**src/rtl/float_pkg.sv**
```systemverilog
// Shared binary32 field widths, exponent bias and the packed word layout used by the
// fixed-to-float operand path.
package float_pkg;

    localparam int FP32_EXP_W = 8;
    localparam int FP32_MAN_W = 23;
    localparam int FP32_BIAS  = 127;

    typedef struct packed {
        logic                  sign;
        logic [FP32_EXP_W-1:0] exp;
        logic [FP32_MAN_W-1:0] man;
    } fp32_t;

endpackage

```
**src/rtl/leading_one_detector.sv**
```systemverilog
// Reports the bit index of the most significant set bit of vec, plus a flag for vec == 0
// (index reads 0 in that case).
module leading_one_detector #(
    parameter int WIDTH = 16,
    parameter int IDX_W = (WIDTH > 1) ? $clog2(WIDTH) : 1
) (
    input  logic [WIDTH-1:0] vec,
    output logic [IDX_W-1:0] index,
    output logic             zero
);

    always_comb begin
        index = '0;
        for (int i = 0; i < WIDTH; i++) begin
            if (vec[i]) index = IDX_W'(i);
        end
    end

    assign zero = ~|vec;

endmodule

```
**src/rtl/fixed_to_float_converter.sv**
```systemverilog
// Two-stage signed fixed-point to binary32 converter with valid/ready on both sides.
// Define FIXED_TO_FLOAT_RNE_EN for round-to-nearest-even on wide inputs; default truncates.
module fixed_to_float_converter
    import float_pkg::*;
#(
    parameter int DATA_IN_0_PRECISION_0 = 16,
    parameter int DATA_IN_0_PRECISION_1 = 8
) (
    input  logic                             clk,
    input  logic                             rst_n,
    input  logic [DATA_IN_0_PRECISION_0-1:0] data_in_0,
    input  logic                             data_in_0_valid,
    output logic                             data_in_0_ready,
    output logic [31:0]                      data_out_0,
    output logic                             data_out_0_valid,
    input  logic                             data_out_0_ready
);

    localparam int W      = DATA_IN_0_PRECISION_0;
    localparam int F      = DATA_IN_0_PRECISION_1;
    localparam int IDX_W  = (W > 1) ? $clog2(W) : 1;
    localparam int NORM_W = W + FP32_MAN_W + 1;

`ifdef FIXED_TO_FLOAT_RNE_EN
    function automatic logic [FP32_MAN_W:0] round_man(input logic [FP32_MAN_W-1:0] man,
                                                      input logic guard,
                                                      input logic sticky);
        logic inc;
        inc = guard & (sticky | man[0]);
        return {inc & (&man), man + FP32_MAN_W'(inc)};
    endfunction
`else
    function automatic logic [FP32_MAN_W:0] round_man(input logic [FP32_MAN_W-1:0] man);
        return {1'b0, man};
    endfunction
`endif

    logic adv1, adv2;
    logic vld_p1, vld_p2;
    logic sign_p1;
    logic [W-1:0] mag_p1;
    fp32_t data_p2;

    assign adv2            = !vld_p2 || data_out_0_ready;
    assign adv1            = !vld_p1 || adv2;
    assign data_in_0_ready = adv1;

    // Stage 1: split sign and magnitude; -2^(W-1) maps to 2^(W-1) as unsigned
    always_ff @(posedge clk or negedge rst_n) begin
        if (!rst_n) begin
            vld_p1 <= 1'b0;
        end else if (adv1) begin
            vld_p1 <= data_in_0_valid;
        end
    end

    always_ff @(posedge clk) begin
        if (adv1 && data_in_0_valid) begin
            sign_p1 <= data_in_0[W-1];
            mag_p1  <= data_in_0[W-1] ? -data_in_0 : data_in_0;
        end
    end

    // Stage 2: normalise so the leading one sits at the top of norm, then round
    logic [IDX_W-1:0]      lead_idx;
    logic                  mag_zero;
    logic [IDX_W-1:0]      shamt;
    logic [NORM_W-1:0]     norm;
    logic [FP32_MAN_W:0]   rnd;
    logic [9:0]            exp_sum;
    fp32_t                 result;

    leading_one_detector #(
        .WIDTH (W),
        .IDX_W (IDX_W)
    ) u_lod (
        .vec   (mag_p1),
        .index (lead_idx),
        .zero  (mag_zero)
    );

    assign shamt = IDX_W'(W - 1) - lead_idx;
    assign norm  = {mag_p1, {(FP32_MAN_W + 1){1'b0}}} << shamt;

`ifdef FIXED_TO_FLOAT_RNE_EN
    // Everything below the kept 24 bits lives in norm[W-1:0]
    logic guard, sticky;
    assign guard  = norm[W-1];
    assign sticky = |norm[W-2:0];
    assign rnd    = round_man(norm[NORM_W-2 -: FP32_MAN_W], guard, sticky);
`else
    assign rnd    = round_man(norm[NORM_W-2 -: FP32_MAN_W]);
`endif

    assign exp_sum = 10'(FP32_BIAS) + 10'(lead_idx) - 10'(F) + 10'(rnd[FP32_MAN_W]);

    always_comb begin
        result = '0;
        if (!mag_zero) begin
            result.sign = sign_p1;
            result.exp  = exp_sum[FP32_EXP_W-1:0];
            result.man  = rnd[FP32_MAN_W-1:0];
        end
    end

    always_ff @(posedge clk or negedge rst_n) begin
        if (!rst_n) begin
            vld_p2  <= 1'b0;
            data_p2 <= '0;
        end else if (adv2) begin
            vld_p2 <= vld_p1;
            if (vld_p1) data_p2 <= result;
        end
    end

    assign data_out_0       = data_p2;
    assign data_out_0_valid = vld_p2;

endmodule

```
**config.mk**
```make
export PLATFORM = sky130hd
export DESIGN_NAME = fixed_to_float_converter
export DESIGN_NICKNAME = d
export VERILOG_FILES = /design/src/rtl/float_pkg.sv /design/src/rtl/leading_one_detector.sv /design/src/rtl/fixed_to_float_converter.sv
export SDC_FILE = /design/constraint.sdc
export NUM_CORES = 1
export LEC_CHECK = 0
export BUFFER_PORTS_ARGS = -buffer_cell sky130_fd_sc_hd__buf_2
export CAP_MARGIN = 20
export CORE_ASPECT_RATIO = 0.5
export CORE_MARGIN = 4
export CORE_UTILIZATION = 45
export DETAILED_ROUTE_END_ITERATION = 8
export PLACE_DENSITY = 0.66
export SETUP_SLACK_MARGIN = 0.4
export SLEW_MARGIN = 15
export SYNTH_ARGS = -nofsm -noshare
export SYNTH_HDL_FRONTEND = slang
export SYNTH_SLANG_ARGS = --single-unit
```
**constraint.sdc**
```tcl
create_clock -name clk -period 5.8 [get_ports clk]
set_clock_uncertainty 0.15 [all_clocks]
set_input_delay 0.29 -clock clk [delete_from_list [all_inputs] [get_ports clk]]
set_output_delay 0.29 -clock clk [all_outputs]
set_load 0.02 [all_outputs]
```
==> results.txt, run 1 <==
The run finished with clean final reports. The final routed wirelength across all metal layers came out at 7070 um. The register bit count reported by yosys was 42. 54 I/O pins were placed.

Once routing completed, OpenROAD measured the worst setup slack at 2.77 ns. TritonCTS built the clock tree. The cell area power density came out at 296 mW/mm2.

The clock sink count was 42; the multi-input logic area was 0.00145 mm2. The buffering stage count on the worst path with inverters included was 0; the DRC violation count after routing was 0. Root buffer selected by CTS: sky130_fd_sc_hd__clkbuf_16. The later pin in the worst-skew pair is clocked with a latency of 0.28 ns. Hold timing on the final database bottoms out at a slack of 0.0468 ns.

The die is 63.1 um tall. The number of antenna violations at the first check in global routing was 0. The worst path in the final design needs a cycle of 3.03 ns, including I/O delays and setup.

Global routing consumed, over all layers together, 19.3% of the routing resources. The iteration-0 DRC count of the detailed router was 195. Prior to clock tree synthesis, the placed netlist has a worst setup slack of 2.85 ns. The fraction of the mapped netlist area in adder cells was 1.37%; the pin count of the biggest net entering global routing was 32.

Fraction of synthesis flops using an asynchronous set or reset pin: 59.5%. For the total of endpoints with negative setup slack in the final report, the log shows 0. The worst-margin pin slew was 0.924 ns; the total of buffers placed on input and output ports was 45. In this run the worst hold path is classified as input pin to flop. After detailed placement, the design holds a cell count of 393. Summing all flip-flop and latch instances after layout gives 0.00114 mm2. Data arrives at the worst endpoint at 3.07 ns.

The finished cells cover 0.00310 mm2. The most common cell in the synthesized netlist is sky130_fd_sc_hd__nand2_1. The first TritonRoute pass finished after 5 iterations. By count the netlist is led by sky130_fd_sc_hd__nand2_1 (40), sky130_fd_sc_hd__dfrtp_1 (25), sky130_fd_sc_hd__o21ai_0 (25). The XOR/XNOR share of the synthesized area works out to 4.48%. The fraction of layout cells with a size suffix above 1 is 19.1%. Instance count of the mapped netlist: 290.

The most numerous cell type found on the critical path is sky130_fd_sc_hd__a211oi_1. The signed area change from the synthesized netlist to the final layout is 13.4%, and the delay contributed by the slowest stage of the critical path is 0.54 ns. In this run the worst path has a maximum fanout of 16. The first global-routing pass estimated 11700 um of wire.

The most used flip-flop cell after synthesis is sky130_fd_sc_hd__dfrtp_1. The number of filler instances in the final layout is 536. Across all layers, the routed design uses 2312 vias. For the hold violation count in the final report, the log shows 0. The synthesized netlist devotes 22.6% of its cell area to compound gates.

The cell area that synthesis handed to floorplanning was 0.00274 mm2. The floorplan has 19 rows. The tool flagged a number of max-cap violations equal to 0. The HPWL after detailed placement is 5400 um. Dividing the detail-routed wire length by the instance count gives 17.6 um. The repair_antennas step left the layout with diodes totalling 0. Clock tree synthesis inserted a total of 5 buffers.

STA classifies the critical path startpoint as a flop. STA classifies the critical path endpoint as a flop. In this run the biggest area consumer among cell types represents 22.9% of the synthesized area. Kind of cell adding the most delay to the critical path: compound AO/OA/AOI/OAI gates.

Sequential elements use 41.5% of the synthesized area. Maximum operating frequency: 330 MHz. Yosys attributes the largest share of cell area to sky130_fd_sc_hd__dfrtp_1 (23%), sky130_fd_sc_hd__edfxtp_1 (19%), sky130_fd_sc_hd__mux2i_1 (5.5%), sky130_fd_sc_hd__nand2_1 (5.5%), sky130_fd_sc_hd__o21ai_0 (4.6%).

The ratio of final minimum period to clock period was 52.2%. The master of the slowest instance on the critical path was sky130_fd_sc_hd__edfxtp_1. In this run the number of H-tree levels came out at 2. The post-CTS setup-driven buffer insertion count is 0, and the remaining antenna violation count is 0.

After synthesis, the mean cell area works out to 9.43 um2. Setup repair after global routing left no endpoint under its margin. The number of global-route vias before repair was 2229. At the worst endpoint, the required time is 5.84 ns. The max-slew violation total from the final report came out at 0. Once the clock tree was built, the resizer swapped 0 gates to a different size. The clock edge transition at the registers on the reported setup and hold paths is 0.06 ns, and the minimum setup slack among reg-to-reg paths is 2.77 ns. The clock passes through at most 2 buffers. For the instance area after placement, the log shows 0.00295 mm2. The placer's final routability congestion estimate was 0.902.

Of all cell types, the one taking the most synthesized area is sky130_fd_sc_hd__dfrtp_1. The die covers 0.00746 mm2. After the last flow step, the layout net total stands at 351. The largest vdd supply drop is 0.115 mV.

The synthesized netlist devotes 17.3% of its cell area to simple gates. After global routing the overflow that remains totals 0. In this run the horizontal extent of the chip is 118 um.

Number of standard cells in the final layout excluding fillers: 402. The Yosys step of the flow raised 0 warnings. Dividing the detail-routed via count by the number of cells gives 5.75. The portion of netlist area occupied by mux cells works out to 5.99%. Traced cell by cell, the critical path runs through or3b_1 -> a311oi_4 -> a31oi_4 -> mux2i_1 -> o21ai_0 -> a211oi_1 -> a211oi_1. The run gives 1 as the number of buffers inserted by hold repair at cts. For this configuration, the core starts out at a cell density of 48.1%. The tools report the placeable core area as 0.00568 mm2. By area, the combinational part of the netlist is dominated by compound AO/OA/AOI/OAI gates. The netlist uses 57 different library cells. Path type of the worst setup path: flop to flop. The tools report the reported leakage power as 1.33 nW. The tightest slew margin relative to the limit is 37.5%, and the number of flops mapped to enable cells by yosys is 17. The summed negative setup slack over all endpoints was 0 ns.
metrics by stage:
step | utilization [%] | power, mW
6_report | 54.6 | 0.919
5_1_grt | 54.6 | 0.970
4_1_cts | 54.6 | 0.924
3_5_place_dp | 51.9 | 0.657
3_3_place_gp | 51.9 | 0.655
2_1_floorplan | - | 0.572
cell families after synthesis:
logic type,after synthesis
simple gates,97
compound gates,83
flops,42
buf+inv,34
mux,16
xor+xnor,14
fa+ha+maj,3
other cells,1
flip-flops by register name, summed over array words and instances (netlist names):
signal            flops
data_out_0           23
mag_p1               16
data_out_0_valid      1
vld_p1                1
sign_p1               1
layer usage:
metal  track usage, %  wire (um)  up-vias
met1             29.2       3450     1080
met3             3.93        576        3
li1                 -          -     1127
met2             28.6       3020      102
met4             3.80         20        0
met5                0          0        -
cells in the final DEF (no fill, tap or decap), types with 2 or more instances in the layout:
| cell type | Yosys | final |
|---|---|---|
| sky130_fd_sc_hd__a211oi_1 | 3 | 3 |
| sky130_fd_sc_hd__a21o_1 | 3 | 3 |
| sky130_fd_sc_hd__a21oi_1 | 10 | 10 |
| sky130_fd_sc_hd__a221o_1 | 2 | 2 |
| sky130_fd_sc_hd__a221oi_1 | 2 | 2 |
| sky130_fd_sc_hd__a22o_1 | 6 | 6 |
| sky130_fd_sc_hd__a22oi_1 | 3 | 3 |
| sky130_fd_sc_hd__a31oi_1 | 3 | 3 |
| sky130_fd_sc_hd__a32oi_1 | 2 | 2 |
| sky130_fd_sc_hd__buf_2 | 2 | 45 |
| sky130_fd_sc_hd__buf_4 | 9 | 2 |
| sky130_fd_sc_hd__clkbuf_16 | 0 | 5 |
| sky130_fd_sc_hd__clkinv_2 | 0 | 2 |
| sky130_fd_sc_hd__conb_1 | 1 | 8 |
| sky130_fd_sc_hd__dfrtp_1 | 25 | 25 |
| sky130_fd_sc_hd__edfxtp_1 | 17 | 17 |
| sky130_fd_sc_hd__ha_1 | 3 | 3 |
| sky130_fd_sc_hd__inv_1 | 10 | 10 |
| sky130_fd_sc_hd__mux2i_1 | 15 | 15 |
| sky130_fd_sc_hd__nand2_1 | 40 | 40 |
| sky130_fd_sc_hd__nand2b_1 | 5 | 5 |
| sky130_fd_sc_hd__nand3_1 | 8 | 8 |
| sky130_fd_sc_hd__nor2_1 | 19 | 19 |
| sky130_fd_sc_hd__nor2b_1 | 2 | 2 |
| sky130_fd_sc_hd__nor3_1 | 7 | 7 |
| sky130_fd_sc_hd__nor4_1 | 3 | 3 |
| sky130_fd_sc_hd__o21ai_0 | 25 | 25 |
| sky130_fd_sc_hd__o31a_1 | 3 | 3 |
| sky130_fd_sc_hd__o31ai_1 | 7 | 7 |
| sky130_fd_sc_hd__o41ai_1 | 2 | 2 |
| sky130_fd_sc_hd__or3_1 | 2 | 2 |
| sky130_fd_sc_hd__or3_4 | 2 | 2 |
| sky130_fd_sc_hd__xnor2_1 | 12 | 12 |
| sky130_fd_sc_hd__xor2_1 | 2 | 2 |
power breakdown:
group / internal [mW] / leakage (nW) / total (mW) / switching [mW]
clock network: 0.158 / 0.0706 / 0.265 / 0.107
registers: 0.356 / 0.473 / 0.395 / 0.0386
logic: 0.0931 / 0.787 / 0.259 / 0.166
total: 0.607 / 1.33 / 0.919 / 0.312
final timing paths:
kind,endpoint,cells after the start,start
worst max-delay path,data_out_0[18],7,mag_p1[9]
worst min-delay path,mag_p1[0],1,data_in_0[0]
worst max register to register,data_out_0[18],7,mag_p1[9]
worst min register to register,data_out_0[9],2,data_out_0[9]
max in group asynchronous,data_out_0[26],2,rst_n
min in group asynchronous,data_out_0[8],2,rst_n
layout make-up:
type	instances	area share, %
sequential	42	36.6
inverter	10	1.21
tap	73	2.95
timing repair buffer	48	8.07
clock buffer	6	4.16
clock inverter	2	0.323
multi-input combinational	221	46.7
No activity file was read; power rests on OpenSTA's default activity.
==> inputs of run 2 (changes only) <==
==> constraint.sdc (replaced) <==
create_clock -name clk -period 2.9 [get_ports clk]
set_clock_uncertainty 0.15 [all_clocks]
set_input_delay 0.145 -clock clk [delete_from_list [all_inputs] [get_ports clk]]
set_output_delay 0.145 -clock clk [all_outputs]
set_load 0.02 [all_outputs]
==> run 2 against run 1 <==
Net effect: setup slack worse by 2.5 ns; register-to-register slack lost 2.5 ns; combinational power up 140%; hold slack got worse by 0.031 ns; total power increased by 120%; count of clock-buffer cells in the layout is the same; sequential power is 95% higher; critical path depth grew 2; final cell count increased by 9.2%; clock power rose by 120%; flip-flop and latch count unchanged; die area stayed put.
==> results.txt, run 2 (same netlist as run 1, synthesis figures left out) <==
Total via count in the routed design: 2494 (+7.9%). STA classifies the critical path endpoint as a flop. The critical path capture point is data_out_0[20]. The count of cells along the worst register-to-register path was 9 (+2); the part of the total power dissipated in sequential elements was 38.6% (-4.4 points). The fraction of layout cells with a size suffix above 1 works out to 31.1% (+12 points).

The tools report the clock buffer count from CTS as 5 (unchanged). The number of levels the H-tree was split into is 2 (unchanged). The first-pass iteration count of the detailed router was 4 (-1).

For the summed negative setup slack over all endpoints, the log shows 0 ns (unchanged). The number of global-route vias before repair is 2358 (+5.8%). The number of filler instances in the final layout was 501 (-6.5%). The placeable core area was 0.00568 mm2 (unchanged). The worst setup path is launched from a flop. For the clock tree buffer depth, the log shows 2 (unchanged).

The x dimension of the die is 118 um (unchanged), and the global-route wire length before repair is 12400 um (+6.1%). The die span in y came out at 63.1 um (unchanged). The total of endpoints with negative setup slack in the final report is 0 (unchanged), and the count of nets after finishing is 388 (+11%). The post-DP HPWL is 5620 um (+4.2%), and the initial standard-cell utilization of the core is 48.1% (unchanged). For the critical path arrival, the log shows 2.62 ns (-0.45 ns). The maximum operating frequency is 386 MHz (+17%), and the clock edge transition at the registers on the reported setup and hold paths is 0.06 ns (about the same). The required time of the critical path is 2.93 ns (-2.91 ns). Setup repair after global routing could not meet its margin everywhere.

The endpoint of the worst-slack reg-to-reg timing path was data_out_0[20]. Minimum setup slack among reg-to-reg paths: 0.31 ns (-2.46 ns). The top cell types in the final layout, fill and taps aside, are sky130_fd_sc_hd__buf_2 (45), sky130_fd_sc_hd__nand2_1 (40), sky130_fd_sc_hd__buf_4 (35). Proportion of total power due to net switching: 33.5% (-0.46 points). The logs give 29.7% (+0.9 points) for the part of the power in the clock network and 0.28 ns (about the same) for the latest clock arrival within the worst-skew pair. The run gives 0.969 (+7.4%) as the placer's final routability congestion estimate. Iteration-0 DRC count of the detailed router: 172 (-12%). The tightest slew margin relative to the limit was 54.9% (+17 points). The number of maximum-capacitance violations came out at 0 (unchanged). In this run the critical register-to-register path is launched from mag_p1[9].

Commonest non-fill, non-tap cell in the layout: sky130_fd_sc_hd__buf_2. For the pin count of the biggest net entering global routing, the log shows 26 (-19%). The reported leakage power came out at 1.52 nW (+14%).

The switching power summed over all nets was 0.668 mW (+110%); the cell area power density was 572 mW/mm2 (+93%). The number of antenna violations at the first check in global routing is 0 (unchanged), and the number of top-level pins is 54 (unchanged). The combinational power share is 31.7% (+3.5 points). The largest vdd supply drop came out at 0.265 mV (+130%).

The origin of the worst min-delay path is data_in_0[13]. For the total overflow reported by the global router, the log shows 0 (unchanged). The cell sitting at the root of the clock tree is a sky130_fd_sc_hd__clkbuf_16. The final design utilization is 61.4% (+6.8 points). The final routed wirelength across all metal layers was 7690 um (+8.8%); the DRC violation count after routing was 0 (unchanged). TritonCTS built the clock tree. The total of buffers placed on input and output ports was 45 (unchanged).

Remaining antenna violation count: 0 (unchanged). Path category of the worst min-delay check: input pin to flop. The ratio of final minimum period to clock period came out at 89.3% (+37 points). For the number of cells in the design after placement, the log shows 407 (+3.6%). The hold violation count in the final report is 0 (unchanged), and the flip-flop count of the largest register after layout is 23 (unchanged).

For the diode insertion count for antenna repair, the log shows 0 (unchanged). The run finished with clean final reports. The most critical setup path has its startpoint at mag_p1[9]. The internal cell power is 1.33 mW (+120%).

The average wire length per cell after detail routing works out to 17.5 um (-0.38%). The die footprint was 0.00746 mm2 (unchanged); the largest fanout on the critical path was 2 (-14). The tools report the max-slew violation total from the final report as 0 (unchanged).

The minimum clock period is 2.59 ns (-0.437 ns), and the clock sink count is 42 (unchanged). The signed area change from the synthesized netlist to the final layout is 27.6%. The average via count per standard cell was 5.68 (-1.2%). For the total track usage, the log shows 20.9% (+1.6 points).

The path type of the worst setup path was flop to flop. The number of standard cells in the final layout excluding fillers was 439 (+9.2%). The worst-margin pin slew is 0.676 ns (-0.248 ns).

The tools report the floorplan row count as 19 (unchanged).
run 2: cell type report:
type                    count  area [um2]  area share (%)
inverters                  10        37.5            1.08
repair buffers             84         529            15.2
clock buffers               6         150            4.30
clock inverters             2        10.0           0.287
flip-flops and latches     42        1140            32.6
well taps                  73        91.3            2.62
multi-input cells         222        1540            44.0
run 2: worst max-delay path, stage by stage, from the launching register on:
cell and delay [ns]:
sky130_fd_sc_hd__edfxtp_1 0.38, sky130_fd_sc_hd__or3b_4 0.43, sky130_fd_sc_hd__a311oi_4 0.32, sky130_fd_sc_hd__buf_4 0.19
sky130_fd_sc_hd__buf_4 0.12, sky130_fd_sc_hd__mux2i_2 0.24, sky130_fd_sc_hd__a21o_1 0.16, sky130_fd_sc_hd__a21oi_1 0.04
sky130_fd_sc_hd__o31a_1 0.27, sky130_fd_sc_hd__a22o_1 0.18
run 2: power by group through the flow:
stage / Sequential (mW) / Combinational (mW) / Clock (mW)
after floorplan: 0.852 / 0.295 / 0
after global placement: 0.785 / 0.541 / 0
after detailed placement: 0.789 / 0.545 / 0
after CTS: 0.773 / 0.588 / 0.605
after global routing: 0.781 / 0.680 / 0.633
final: 0.771 / 0.632 / 0.594
run 2: what timing repair did:
item                       4_1_cts  5_1_grt
hold endpoints to repair        27        0
gates resized for setup          8       12
hold buffers                     3        0
buffers inserted                12        8
setup endpoints to repair       14       12
gates cloned                     1        0
pin swaps                        2        1
run 2: per-stage QoR:
| step | worst slack, ns | instance area [um2] | hold slack [ns] | power (mW) |
|---|---|---|---|---|
| 4_1_cts | 0.348 | 3380 | 0.0171 | 1.97 |
| 6_report | 0.309 | 3490 | 0.0154 | 2.00 |
| 2_1_floorplan | 0.416 | 2770 | -0.301 | 1.15 |
| 5_1_grt | 0.244 | 3490 | 0.0348 | 2.09 |
| 3_3_place_gp | 0.211 | 3060 | 0.0139 | 1.33 |
| 3_5_place_dp | 0.154 | 3060 | 0.0304 | 1.33 |
run 2: worst min path at each step:
stage	to	slack [ns]	cells past startpoint
floorplan	data_out_0[10]	-0.30	0
global placement	data_out_0_valid	0.01	1
detailed placement	vld_p1	0.03	1
CTS	mag_p1[13]	0.02	2
global route	mag_p1[13]	0.03	2
finish	mag_p1[13]	0.02	2
run 2: routing by layer:
metal  track usage [%]  vias to the layer above  wire length [um]
met5                 0                        -                 0
met4              4.96                        0                56
met3              3.57                        8               589
met2              31.9                      105              3320
met1              30.9                     1173              3720
li1                  -                     1208                 -
==> inputs of run 3 (changes only) <==
--- a/config.mk
+++ b/config.mk
@@ -11,6 +11,7 @@
 export CORE_MARGIN = 4
 export CORE_UTILIZATION = 45
 export DETAILED_ROUTE_END_ITERATION = 8
+export HOLD_SLACK_MARGIN = 0.1
 export PLACE_DENSITY = 0.66
 export SETUP_SLACK_MARGIN = 0.4
 export SLEW_MARGIN = 15
==> run 3 against run 2 <==
Net effect: fmax grew 0.75%; total power grew 1.4%; non-clock buffer count grew 20; final cell count grew 4.6%; hold slack gained 0.094 ns; setup slack gained 0.019 ns; die area is the same; sequential power is essentially flat; clock power is essentially flat; combinational power grew 3.8%; register-to-register slack gained 0.02 ns; highest routed layer unchanged; sequential share of layout area shrank 1.9 points.
==> results.txt, run 3 (same netlist as run 1, synthesis figures left out) <==
Die span in y: 63.1 um (unchanged). Type of destination of the critical path: a flop. Commonest non-fill, non-tap cell in the layout: sky130_fd_sc_hd__buf_2.

Compared with the post-synthesis result, the final layout area differs by 35.5%. Minimum clock period: 2.57 ns (-0.0192 ns). Global-route wire length before repair: 12900 um (+4.3%). The x dimension of the die works out to 118 um (unchanged). The endpoint identified for the worst register-to-register timing path is data_out_0[20]. The clock sink count was 42 (unchanged); the combinational power share was 32.4% (+0.7 points). The depth of the worst hold-timing path works out to 1 (-1). The tightest slew margin relative to the limit is 54.8% (-0.10 points). In this run the critical register-to-register path is launched from mag_p1[9]. The tools report the origin of the worst min-delay path as data_in_0[15]. The final routed wirelength across all metal layers came out at 7960 um (+3.6%). The number of top-level pins is 54 (unchanged), and the number of global-route vias before repair is 2487 (+5.5%).

The cell area power density works out to 546 mW/mm2 (-4.5%). The logs give 389 MHz (+0.75%) for the maximum operating frequency and 5620 um (unchanged) for the post-DP HPWL. Reported leakage power: 1.64 nW (+7.7%). The worst setup path is of the flop to flop kind.

The minimum setup slack among reg-to-reg paths was 0.33 ns (+0.02 ns); the proportion of total power due to net switching was 33.4% (-0.095 points). The end of the worst hold path is sign_p1. The diode insertion count for antenna repair came out at 0 (unchanged). The number of maximum-capacitance violations came out at 0 (unchanged).

The total of endpoints with negative setup slack in the final report was 0 (unchanged); the average wire length per cell after detail routing was 17.4 um (-0.91%). The total overflow reported by the global router is 0 (unchanged), and the required time of the critical path is 2.93 ns (about the same). The tools report the total via count in the routed design as 2587 (+3.7%).

The tools report the hold violation count in the final report as 0 (unchanged). The latest clock arrival within the worst-skew pair is 0.28 ns (about the same). The flow ran to the end, and the final reports show no timing, DRC or antenna violations.

The part of the total power dissipated in sequential elements was 38.1% (-0.5 points); the clock edge transition at the registers on the reported setup and hold paths was 0.06 ns (about the same). The power after layout is 2.02 mW (+1.4%). The fraction of layout cells with a size suffix above 1 is 30.8% (-0.32 points). The library cells used most frequently in the layout, excluding fill and tap cells, are sky130_fd_sc_hd__buf_2 (43), sky130_fd_sc_hd__nand2_1 (40), sky130_fd_sc_hd__buf_4 (39). The final instance area was 0.00370 mm2 (+6.2%); the ratio of final minimum period to clock period was 88.7% (-0.66 points). The placeable core area was 0.00568 mm2 (unchanged). The worst-margin pin slew came out at 0.678 ns (+0.00156 ns). Switching power summed over all nets: 0.675 mW (+1.1%). For the initial standard-cell utilization of the core, the log shows 48.1% (unchanged).

In this run the worst hold path is classified as input pin to flop. For the max-slew violation total from the final report, the log shows 0 (unchanged). The total of buffers placed on input and output ports works out to 45 (unchanged). Setup repair after global routing could not meet its margin everywhere.

For the first-pass iteration count of the detailed router, the log shows 4 (unchanged). The tools report the root buffer selected by CTS as sky130_fd_sc_hd__clkbuf_16. The die footprint was 0.00746 mm2 (unchanged). The internal cell power was 1.35 mW (+1.5%). The summed negative setup slack over all endpoints is 0 ns (unchanged). The count of cells along the worst register-to-register path came out at 9 (unchanged). The flip-flop count of the largest register after layout is 23 (unchanged). DRC violation count after routing: 0 (unchanged). The run gives 408 (+5.2%) as the count of nets after finishing.

The floorplan row count was 19 (unchanged); the remaining antenna violation count was 0 (unchanged). For the iteration-0 DRC count of the detailed router, the log shows 288 (+67%). The tools report the pin count of the biggest net entering global routing as 26 (unchanged). TritonCTS built the clock tree. The average via count per standard cell works out to 5.64 (-0.79%). The worst setup path is launched from a flop. The total track usage was 21.7% (+0.84 points); the clock tree buffer depth was 2 (unchanged). The clock buffer count from CTS is 5 (unchanged), and the critical path arrival is 2.60 ns (-0.02 ns).

The tools report the part of the power in the clock network as 29.5% (-0.2 points). The placer's final routability congestion estimate is 0.969 (unchanged), and the largest vdd supply drop is 0.267 mV (+0.74%). The run gives 0 (unchanged) as the number of antenna violations at the first check in global routing.

The instance area after placement came out at 0.00306 mm2 (unchanged). The largest fanout on the critical path is 2 (unchanged). The number of levels the H-tree was split into is 2 (unchanged).
run 3: what timing repair did:
action	4_1_cts	5_1_grt
setup buffers	12	12
gates resized for setup	8	20
pin swaps	2	7
cloned	1	0
endpoints found under the setup margin	14	16
hold buffers	19	0
endpoints found under the hold margin	43	0
run 3: layer usage:
| metal | share of wire [%] | wire [um] | up-vias | GRT usage, % |
|---|---|---|---|---|
| li1 | - | - | 1249 | - |
| met1 | 48 | 3820 | 1223 | 31.3 |
| met2 | 44 | 3520 | 104 | 34.3 |
| met3 | 6.9 | 546 | 11 | 3.75 |
| met5 | 0 | 0 | - | 0 |
| met4 | 1.1 | 85 | 0 | 4.96 |
run 3: worst max path at each step:
stage | startpoint | endpoint | slack [ns] | cells past startpoint
after global routing | mag_p1[5] | data_out_0[20] | 0.24 | 7
after global placement | mag_p1[11] | data_out_0[18] | 0.21 | 7
after floorplan | mag_p1[9] | data_out_0[26] | 0.42 | 9
final | mag_p1[9] | data_out_0[20] | 0.33 | 9
after detailed placement | mag_p1[14] | data_out_0[18] | 0.15 | 7
after CTS | mag_p1[9] | data_out_0[20] | 0.35 | 8
run 3: layout make-up:
| class | count | area [um2] |
|---|---|---|
| clock buffer | 6 | 150 |
| clock inverter | 2 | 10.0 |
| fill | 468 | 1980 |
| inverter | 10 | 37.5 |
| multi-input combinational | 222 | 1540 |
| sequential | 42 | 1140 |
| tap | 73 | 91.3 |
| timing repair buffer | 104 | 739 |
run 3: power by group through the flow:
stage	sequential, mW	clock (mW)	combinational, mW
6_report	0.771	0.597	0.656
3_3_place_gp	0.785	0	0.541
4_1_cts	0.773	0.605	0.605
3_5_place_dp	0.789	0	0.545
5_1_grt	0.781	0.633	0.707
2_1_floorplan	0.852	0	0.295
run 3: worst max-delay path, stage by stage (launching register included):
cell and delay, ns:
sky130_fd_sc_hd__edfxtp_1 0.39, sky130_fd_sc_hd__or3b_4 0.43, sky130_fd_sc_hd__a311oi_4 0.32, sky130_fd_sc_hd__buf_4 0.19
sky130_fd_sc_hd__buf_4 0.12, sky130_fd_sc_hd__mux2i_2 0.23, sky130_fd_sc_hd__a21o_1 0.15, sky130_fd_sc_hd__a21oi_1 0.04
sky130_fd_sc_hd__o31a_1 0.26, sky130_fd_sc_hd__a22o_1 0.18
run 3: through the flow:
stage	instances	hold WS, ns	setup slack, ns	utilization, %
after global routing	459	0.125	0.241	65.2
after CTS	447	0.105	0.348	62.3
after floorplan	297	-0.301	0.416	-
final	459	0.109	0.328	65.2
after detailed placement	407	0.0304	0.154	53.8
after global placement	407	0.0139	0.211	53.8
